**src/rtl/rt_mem_ctrl.sv**
```systemverilog
// rt_mem_ctrl: racetrack memory transaction initiator.
// Accepts one OBI-style word request from the core at a time. It shifts the
// track forward to the addressed word, pulses write/read, waits for the
// datapath (bounded by a timeout), shifts back, and returns one response.
// All datapath-facing outputs and response outputs come from flops that are
// loaded from the next-state decode. Only data_gnt_o is combinational.

module rt_mem_ctrl #(
  parameter int ADDR_WIDTH  = 8,
  parameter int DATA_WIDTH  = 32,
  parameter int TIMEOUT_CYC = 16
) (
  input  logic                  clk_i,
  input  logic                  rst_i,
  // core side
  input  logic                  data_req_i,
  input  logic [ADDR_WIDTH-1:0] data_addr_i,
  input  logic                  data_we_i,
  input  logic [3:0]            data_be_i,
  input  logic [DATA_WIDTH-1:0] data_wdata_i,
  input  logic [DATA_WIDTH-1:0] data_mask_i,
  input  logic                  data_range_i,
  input  logic [2:0]            data_funct_i,
  output logic                  data_gnt_o,
  output logic                  data_rvalid_o,
  output logic [DATA_WIDTH-1:0] data_rdata_o,
  output logic                  data_err_o,
  // datapath side
  output logic                  en_ab_o,
  output logic [3:0]            be_b_o,
  output logic [ADDR_WIDTH-1:0] addr_o,
  output logic [DATA_WIDTH-1:0] wdata_o,
  output logic                  write_en_data_o,
  output logic [DATA_WIDTH-1:0] mask_o,
  output logic                  range_active_o,
  output logic [2:0]            funct_o,
  output logic                  clk_m_o,
  output logic                  Bz_s_o,
  output logic                  write_pulse_o,
  output logic                  read_pulse_o,
  input  logic [DATA_WIDTH-1:0] mem_rdata_i,
  input  logic                  mem_valid_i
);

  localparam int TMO_W = (TIMEOUT_CYC > 2) ? $clog2(TIMEOUT_CYC) : 1;

  typedef enum logic [2:0] {
    S_IDLE       = 3'd0,
    S_SHIFT_FWD  = 3'd1,
    S_ACCESS     = 3'd2,
    S_WAIT_RD    = 3'd3,
    S_SHIFT_BACK = 3'd4,
    S_RESP       = 3'd5
  } state_e;

  // FSM and captured request
  state_e                state_q, state_d;
  logic [1:0]            n_q, n_d;          // word index within the port group
  logic                  we_q, we_d;
  logic [ADDR_WIDTH-1:0] addr_q, addr_d;
  logic [3:0]            be_q, be_d;
  logic [DATA_WIDTH-1:0] wdata_q, wdata_d;
  logic [DATA_WIDTH-1:0] mask_q, mask_d;
  logic                  range_q, range_d;
  logic [2:0]            funct_q, funct_d;
  // shift sequencing: phase 0 = pulse-high cycle, phase 1 = pulse-low cycle
  logic                  phase_q, phase_d;
  logic [1:0]            pcnt_q, pcnt_d;
  logic [TMO_W-1:0]      tmo_q, tmo_d;
  logic [DATA_WIDTH-1:0] rd_cap_q, rd_cap_d;
  logic                  err_flag_q, err_flag_d;

  // registered outputs
  logic                  rvalid_q, rvalid_d;
  logic [DATA_WIDTH-1:0] rdata_out_q, rdata_out_d;
  logic                  err_out_q, err_out_d;
  logic                  en_ab_q, en_ab_d;
  logic [3:0]            be_out_q, be_out_d;
  logic [ADDR_WIDTH-1:0] addr_out_q, addr_out_d;
  logic [DATA_WIDTH-1:0] wdata_out_q, wdata_out_d;
  logic                  wen_out_q, wen_out_d;
  logic [DATA_WIDTH-1:0] mask_out_q, mask_out_d;
  logic                  range_out_q, range_out_d;
  logic [2:0]            funct_out_q, funct_out_d;
  logic                  clk_m_q, clk_m_d;
  logic                  bz_q, bz_d;
  logic                  wpulse_q, wpulse_d;
  logic                  rpulse_q, rpulse_d;

  logic                  active_d;
  logic                  shift_d;

  // Grant only while idle and not in reset, so a request is never granted and then dropped.
  assign data_gnt_o = data_req_i & (state_q == S_IDLE) & ~rst_i;

  // Next-state, capture and output decode for the transaction sequencer.
  always_comb begin
    state_d     = state_q;
    n_d         = n_q;
    we_d        = we_q;
    addr_d      = addr_q;
    be_d        = be_q;
    wdata_d     = wdata_q;
    mask_d      = mask_q;
    range_d     = range_q;
    funct_d     = funct_q;
    phase_d     = phase_q;
    pcnt_d      = pcnt_q;
    tmo_d       = tmo_q;
    rd_cap_d    = rd_cap_q;
    err_flag_d  = err_flag_q;

    case (state_q)
      S_IDLE: begin
        if (data_gnt_o) begin
          addr_d     = data_addr_i;
          we_d       = data_we_i;
          be_d       = data_be_i;
          wdata_d    = data_wdata_i;
          mask_d     = data_mask_i;
          range_d    = data_range_i;
          funct_d    = data_funct_i;
          n_d        = data_addr_i[3:2];
          phase_d    = 1'b0;
          pcnt_d     = 2'd0;
          tmo_d      = '0;
          rd_cap_d   = '0;
          err_flag_d = 1'b0;
          state_d    = (data_addr_i[3:2] != 2'd0) ? S_SHIFT_FWD : S_ACCESS;
        end else begin
          state_d = S_IDLE;
        end
      end

      S_SHIFT_FWD, S_SHIFT_BACK: begin
        if (!phase_q) begin
          phase_d = 1'b1;
        end else if (pcnt_q == (n_q - 2'd1)) begin
          // last low phase of the n-th pulse: leave with the counters cleared
          phase_d = 1'b0;
          pcnt_d  = 2'd0;
          state_d = (state_q == S_SHIFT_FWD) ? S_ACCESS : S_RESP;
        end else begin
          phase_d = 1'b0;
          pcnt_d  = pcnt_q + 2'd1;
        end
      end

      S_ACCESS: begin
        if (we_q) begin
          rd_cap_d = '0;
          state_d  = (n_q != 2'd0) ? S_SHIFT_BACK : S_RESP;
        end else begin
          tmo_d   = '0;
          state_d = S_WAIT_RD;
        end
      end

      S_WAIT_RD: begin
        if (mem_valid_i) begin
          // valid takes priority over a simultaneous timeout
          rd_cap_d   = mem_rdata_i;
          err_flag_d = 1'b0;
          state_d    = (n_q != 2'd0) ? S_SHIFT_BACK : S_RESP;
        end else if (tmo_q == TMO_W'(TIMEOUT_CYC - 1)) begin
          rd_cap_d   = '0;
          err_flag_d = 1'b1;
          state_d    = (n_q != 2'd0) ? S_SHIFT_BACK : S_RESP;
        end else begin
          tmo_d = tmo_q + TMO_W'(1);
        end
      end

      S_RESP: begin
        state_d = S_IDLE;
      end

      default: begin
        state_d = S_IDLE;
      end
    endcase

    // outputs for the cycle the FSM is about to enter
    active_d    = (state_d != S_IDLE);
    shift_d     = (state_d == S_SHIFT_FWD) || (state_d == S_SHIFT_BACK);
    en_ab_d     = active_d;
    be_out_d    = active_d ? be_d    : 4'd0;
    addr_out_d  = active_d ? addr_d  : '0;
    wdata_out_d = active_d ? wdata_d : '0;
    wen_out_d   = active_d & we_d;
    mask_out_d  = active_d ? mask_d  : '0;
    range_out_d = active_d & range_d;
    funct_out_d = active_d ? funct_d : 3'd0;
    clk_m_d     = shift_d & ~phase_d;
    bz_d        = (state_d == S_SHIFT_FWD);
    wpulse_d    = (state_d == S_ACCESS) & we_d;
    rpulse_d    = (state_d == S_ACCESS) & ~we_d;
    rvalid_d    = (state_d == S_RESP);
    if (state_d == S_RESP) begin
      rdata_out_d = rd_cap_d;
      err_out_d   = err_flag_d;
    end else begin
      rdata_out_d = rdata_out_q;
      err_out_d   = err_out_q;
    end
  end

  // State, captured request and registered outputs; reset drops any transaction.
  always_ff @(posedge clk_i) begin
    if (rst_i) begin
      state_q     <= S_IDLE;
      n_q         <= 2'd0;
      we_q        <= 1'b0;
      addr_q      <= '0;
      be_q        <= 4'd0;
      wdata_q     <= '0;
      mask_q      <= '0;
      range_q     <= 1'b0;
      funct_q     <= 3'd0;
      phase_q     <= 1'b0;
      pcnt_q      <= 2'd0;
      tmo_q       <= '0;
      rd_cap_q    <= '0;
      err_flag_q  <= 1'b0;
      rvalid_q    <= 1'b0;
      rdata_out_q <= '0;
      err_out_q   <= 1'b0;
      en_ab_q     <= 1'b0;
      be_out_q    <= 4'd0;
      addr_out_q  <= '0;
      wdata_out_q <= '0;
      wen_out_q   <= 1'b0;
      mask_out_q  <= '0;
      range_out_q <= 1'b0;
      funct_out_q <= 3'd0;
      clk_m_q     <= 1'b0;
      bz_q        <= 1'b0;
      wpulse_q    <= 1'b0;
      rpulse_q    <= 1'b0;
    end else begin
      state_q     <= state_d;
      n_q         <= n_d;
      we_q        <= we_d;
      addr_q      <= addr_d;
      be_q        <= be_d;
      wdata_q     <= wdata_d;
      mask_q      <= mask_d;
      range_q     <= range_d;
      funct_q     <= funct_d;
      phase_q     <= phase_d;
      pcnt_q      <= pcnt_d;
      tmo_q       <= tmo_d;
      rd_cap_q    <= rd_cap_d;
      err_flag_q  <= err_flag_d;
      rvalid_q    <= rvalid_d;
      rdata_out_q <= rdata_out_d;
      err_out_q   <= err_out_d;
      en_ab_q     <= en_ab_d;
      be_out_q    <= be_out_d;
      addr_out_q  <= addr_out_d;
      wdata_out_q <= wdata_out_d;
      wen_out_q   <= wen_out_d;
      mask_out_q  <= mask_out_d;
      range_out_q <= range_out_d;
      funct_out_q <= funct_out_d;
      clk_m_q     <= clk_m_d;
      bz_q        <= bz_d;
      wpulse_q    <= wpulse_d;
      rpulse_q    <= rpulse_d;
    end
  end

  assign data_rvalid_o   = rvalid_q;
  assign data_rdata_o    = rdata_out_q;
  assign data_err_o      = err_out_q;
  assign en_ab_o         = en_ab_q;
  assign be_b_o          = be_out_q;
  assign addr_o          = addr_out_q;
  assign wdata_o         = wdata_out_q;
  assign write_en_data_o = wen_out_q;
  assign mask_o          = mask_out_q;
  assign range_active_o  = range_out_q;
  assign funct_o         = funct_out_q;
  assign clk_m_o         = clk_m_q;
  assign Bz_s_o          = bz_q;
  assign write_pulse_o   = wpulse_q;
  assign read_pulse_o    = rpulse_q;

endmodule

```
**config.mk**
```make
export PLATFORM = sky130hd
export DESIGN_NAME = rt_mem_ctrl
export DESIGN_NICKNAME = d
export VERILOG_FILES = /design/src/rtl/rt_mem_ctrl.sv
export SDC_FILE = /design/constraint.sdc
export NUM_CORES = 1
export LEC_CHECK = 0
export ABC_CLOCK_PERIOD_IN_PS = 3100
export BUFFER_PORTS_ARGS = -buffer_cell sky130_fd_sc_hd__buf_2
export CAP_MARGIN = 40
export CORE_UTILIZATION = 50
export CTS_BUF_LIST = sky130_fd_sc_hd__clkbuf_8
export DETAILED_ROUTE_END_ITERATION = 8
export PLACE_DENSITY = 0.78
export SYNTH_ARGS = -nofsm -noshare
export SYNTH_HDL_FRONTEND = slang
export SYNTH_SLANG_ARGS = --single-unit
```
**constraint.sdc**
```tcl
create_clock -name clk_i -period 3.1 [get_ports clk_i]
set_input_delay 0.155 -clock clk_i [delete_from_list [all_inputs] [get_ports clk_i]]
set_output_delay 0.155 -clock clk_i [all_outputs]
set_load 0.1 [all_outputs]
```
==> metrics.md <==
| Metric | Value |
|---|---|
| Die Height | `128 µm` |
| Post-synth ARST share | `0%` |
| Hold Fails Final Rpt | `0` |
| PD cells | `641 mW/mm²` |
| Clk Tree Root Cell | `clkbuf_8` |
| Leak | `0.00507 µW` |
| CP max FO | `25` |
| Initial antenna violation count | `0` |
| Fin Hold WS | `0.142 ns` |
| Post-CTS sizing | `0` |
| Syn_nets | `835` |
| Largest net degree at the start of global routing | `84` |
| Synth Flop Type | `dfxtp_1` |
| # rows | `45` |
| Via count | `6661` |
| HP Class | `primary input to flip-flop` |
| Vias per Instance | `5.08` |
| Synth Area in Compound Gates | `15.5%` |
| Chip width | `128 µm` |
| Maximum vdd drop | `0.000543 V` |
| Vias in the first global route | `6827` |
| Yosys warnings | `0` |
| Slew Viols, Final | `0` |
| Synth cell types | `44` |
| Routability cong. | `0.784` |
| Synth Area in Simple Gates | `14.1%` |
| Worst-Skew Late Latency | `0.52 ns` |
| Max Cap Violations | `0` |
| Post-CTS Hold Buffers | `114` |
| PortBufs | `237` |
| Total gr overflow | `0` |
| Final Net Count | `1188` |
| Total wire length | `21.8 mm` |
| Sequential Area | `0.00492 mm²` |
| Synthesized instance count | `716` |
| # setup viols final | `0` |
| Layout cell share with drive strength beyond 1 | `31.1%` |
| Iter 0 DRT Violations | `358` |
| Post-synthesis xor/xnor area fraction | `0.220%` |
| Area Overhead vs Synth | `41.0%` |
| Core Region | `0.0154 mm²` |
| Fill count | `1047` |
| Post-synthesis register bit count | `246` |
| Final TNS setup | `0 ns` |
| Largest family of logic cells by synthesized area | `compound AO/OA/AOI/OAI gates` |
| Crit end category | `output port` |
| First-pass GRT wire length | `34.0 mm` |
| Worst Path Required | `2.94 ns` |
| Dpl cell area | `0.00933 mm²` |
| Drt drc | `0` |
| Tcrit/Tclk final | `83.7%` |
| Crit path arrival time | `2.44 ns` |
| RSZ-0062 raised after global routing | `no` |
| CTS tree | `done` |
| Initial cell density of the core | `51.7%` |
| Register area share after synthesis | `61.9%` |
| First-pass detailed-route iteration total | `5` |
| WS Path Type | `flip-flop to output port` |
| Post-CTS Setup Bufs | `0` |
| Htree depth | `2` |
| Worst-path clk slew | `0.06 ns` |
| I/O pins | `238` |
| # clock sinks | `246` |
| Routed Antenna Nets | `0` |
| Post-Syn Area | `0.00795 mm²` |
| WL/cell | `16.7 µm` |
| Detail Placement HPWL | `11.4 mm` |
| Footprint of the multi-input gates | `0.00282 mm²` |
| Measured slew at the worst slew-check pin | `0.856 ns` |
| Min cycle time layout | `2.59 ns` |
| Run status | `complete, no violations` |
| Number of buffers created by CTS | `39` |
| Adder-Cell Fraction of Synth Area | `0.315%` |
| Post-synthesis mux area share | `5.05%` |
| Tot Pwr | `7190 µW` |
| Worst setup SP type | `flip-flop` |
| Clock Path Buffers | `3` |
| Design area | `0.0112 mm²` |
| GRT Total Usage | `26.3%` |
| Die area | `0.0164 mm²` |
| Post-Route Skew | `0.0233 ns` |
| Maximum operating frequency | `0.386 GHz` |
| Number of synthesized flops with an enable pin | `0` |
| Slew headroom | `42.9%` |
| Mapped Avg Cell Area | `11.1 µm²` |
## area by class of cell
type,instances,area share [%]
timing repair buffer,361,21.8
sequential,246,43.9
clock buffer,46,5.65
clock inverter,23,0.926
inverter,5,0.167
tap,211,2.35
antenna,2,0.0446
multi-input combinational,416,25.2
## state kept, by name, summed over array words and instances (netlist names), 3 cells and up
| register | cells |
|---|---|
| wdata_q | 32 |
| mask_q | 32 |
| rd_cap_q | 32 |
| mask_o | 32 |
| addr_q | 8 |
| addr_o | 8 |
| funct_o | 3 |
| state_q | 3 |
| funct_q | 3 |
| be_b_o | 4 |
| data_rdata_o | 32 |
| tmo_q | 4 |
| be_q | 4 |
| wdata_o | 32 |
## routing by layer
layer	vias to the layer above	routed length [µm]	track usage [%]
li1	3187	-	-
met1	3155	9370	31.4
met2	273	10300	44.2
met3	46	1490	6.76
met4	0	628	12.3
met5	-	0	0
## worst max-delay path, stage by stage, from the launching register on
cell	delay, ns
dfxtp_1	0.39
nor2_1	0.39
nand2_1	0.18
inv_2	0.44
buf_2	0.53
## per-stage QoR
stage          util, %  setup slack (ns)  instances
6_report          72.9             0.506       1310
5_1_grt           72.9             0.330       1308
3_3_place_gp      60.7             0.625       1125
3_5_place_dp      60.7             0.585       1125
2_1_floorplan        -             0.629        716
4_1_cts           72.9             0.487       1308
## cell usage in the layout, fill, tap and decap left out, types with 3 or more instances in the layout
cell type,synthesis,routed
clkbuf_8,0,46
nand3_1,4,4
o21ai_0,36,36
buf_4,0,7
clkinv_2,0,5
dlygate4sd3_1,0,114
buf_12,0,3
or3_1,3,3
a22o_1,82,82
clkinvlp_4,0,3
a21oi_1,44,44
nor2_1,15,14
inv_1,4,19
buf_2,16,237
nor2b_1,113,113
dfxtp_1,246,246
nor3_1,4,4
nand2_1,43,43
mux2i_1,3,3
nand2b_1,4,4
mux2_2,32,32
and3_1,3,3
## synthesized netlist by cell type, types with 4 or more instances
cell type	number	area share (%)
o21ai_0	36	2.3
a22o_1	82	9.0
buf_2	16	1.0
dfxtp_1	246	62
inv_1	4	0.19
nand3_1	4	0.25
nand2b_1	4	0.31
mux2_2	32	4.5
nor2_1	15	0.71
nor2b_1	113	8.9
nor3_1	4	0.25
clkbuf_1	32	1.5
nand2_1	43	2.0
a21oi_1	44	2.8
## logic make-up (layout without fill, tap and decap cells)
kind of cell    after synthesis  count (layout)
compound gates              176             176
flops                       246             246
simple gates                200             200
buf+inv                      54             435
xor+xnor                      2               2
other cells                   0               2
fa+ha+maj                     2               2
mux                          36              36
## final timing paths
| check | from | to | slack (ns) | cells past startpoint |
|---|---|---|---|---|
| hold reg to reg | mask_q[12] | mask_q[12] | 0.46 | 1 |
| setup / recovery | state_q[1] | data_gnt_o | 0.51 | 4 |
| setup reg to reg | n_q[0] | data_rdata_o[13] | 0.55 | 8 |
| hold / removal | data_req_i | phase_q | 0.14 | 4 |
## report_power, final
part	leakage, µW	internal [µW]	switching, µW
sequential	0.00200	3320	56.5
combinational	0.00264	349	869
clock	0.000431	1350	1240
total	0.00507	5030	2170
Power figures use the tool's default switching activity.
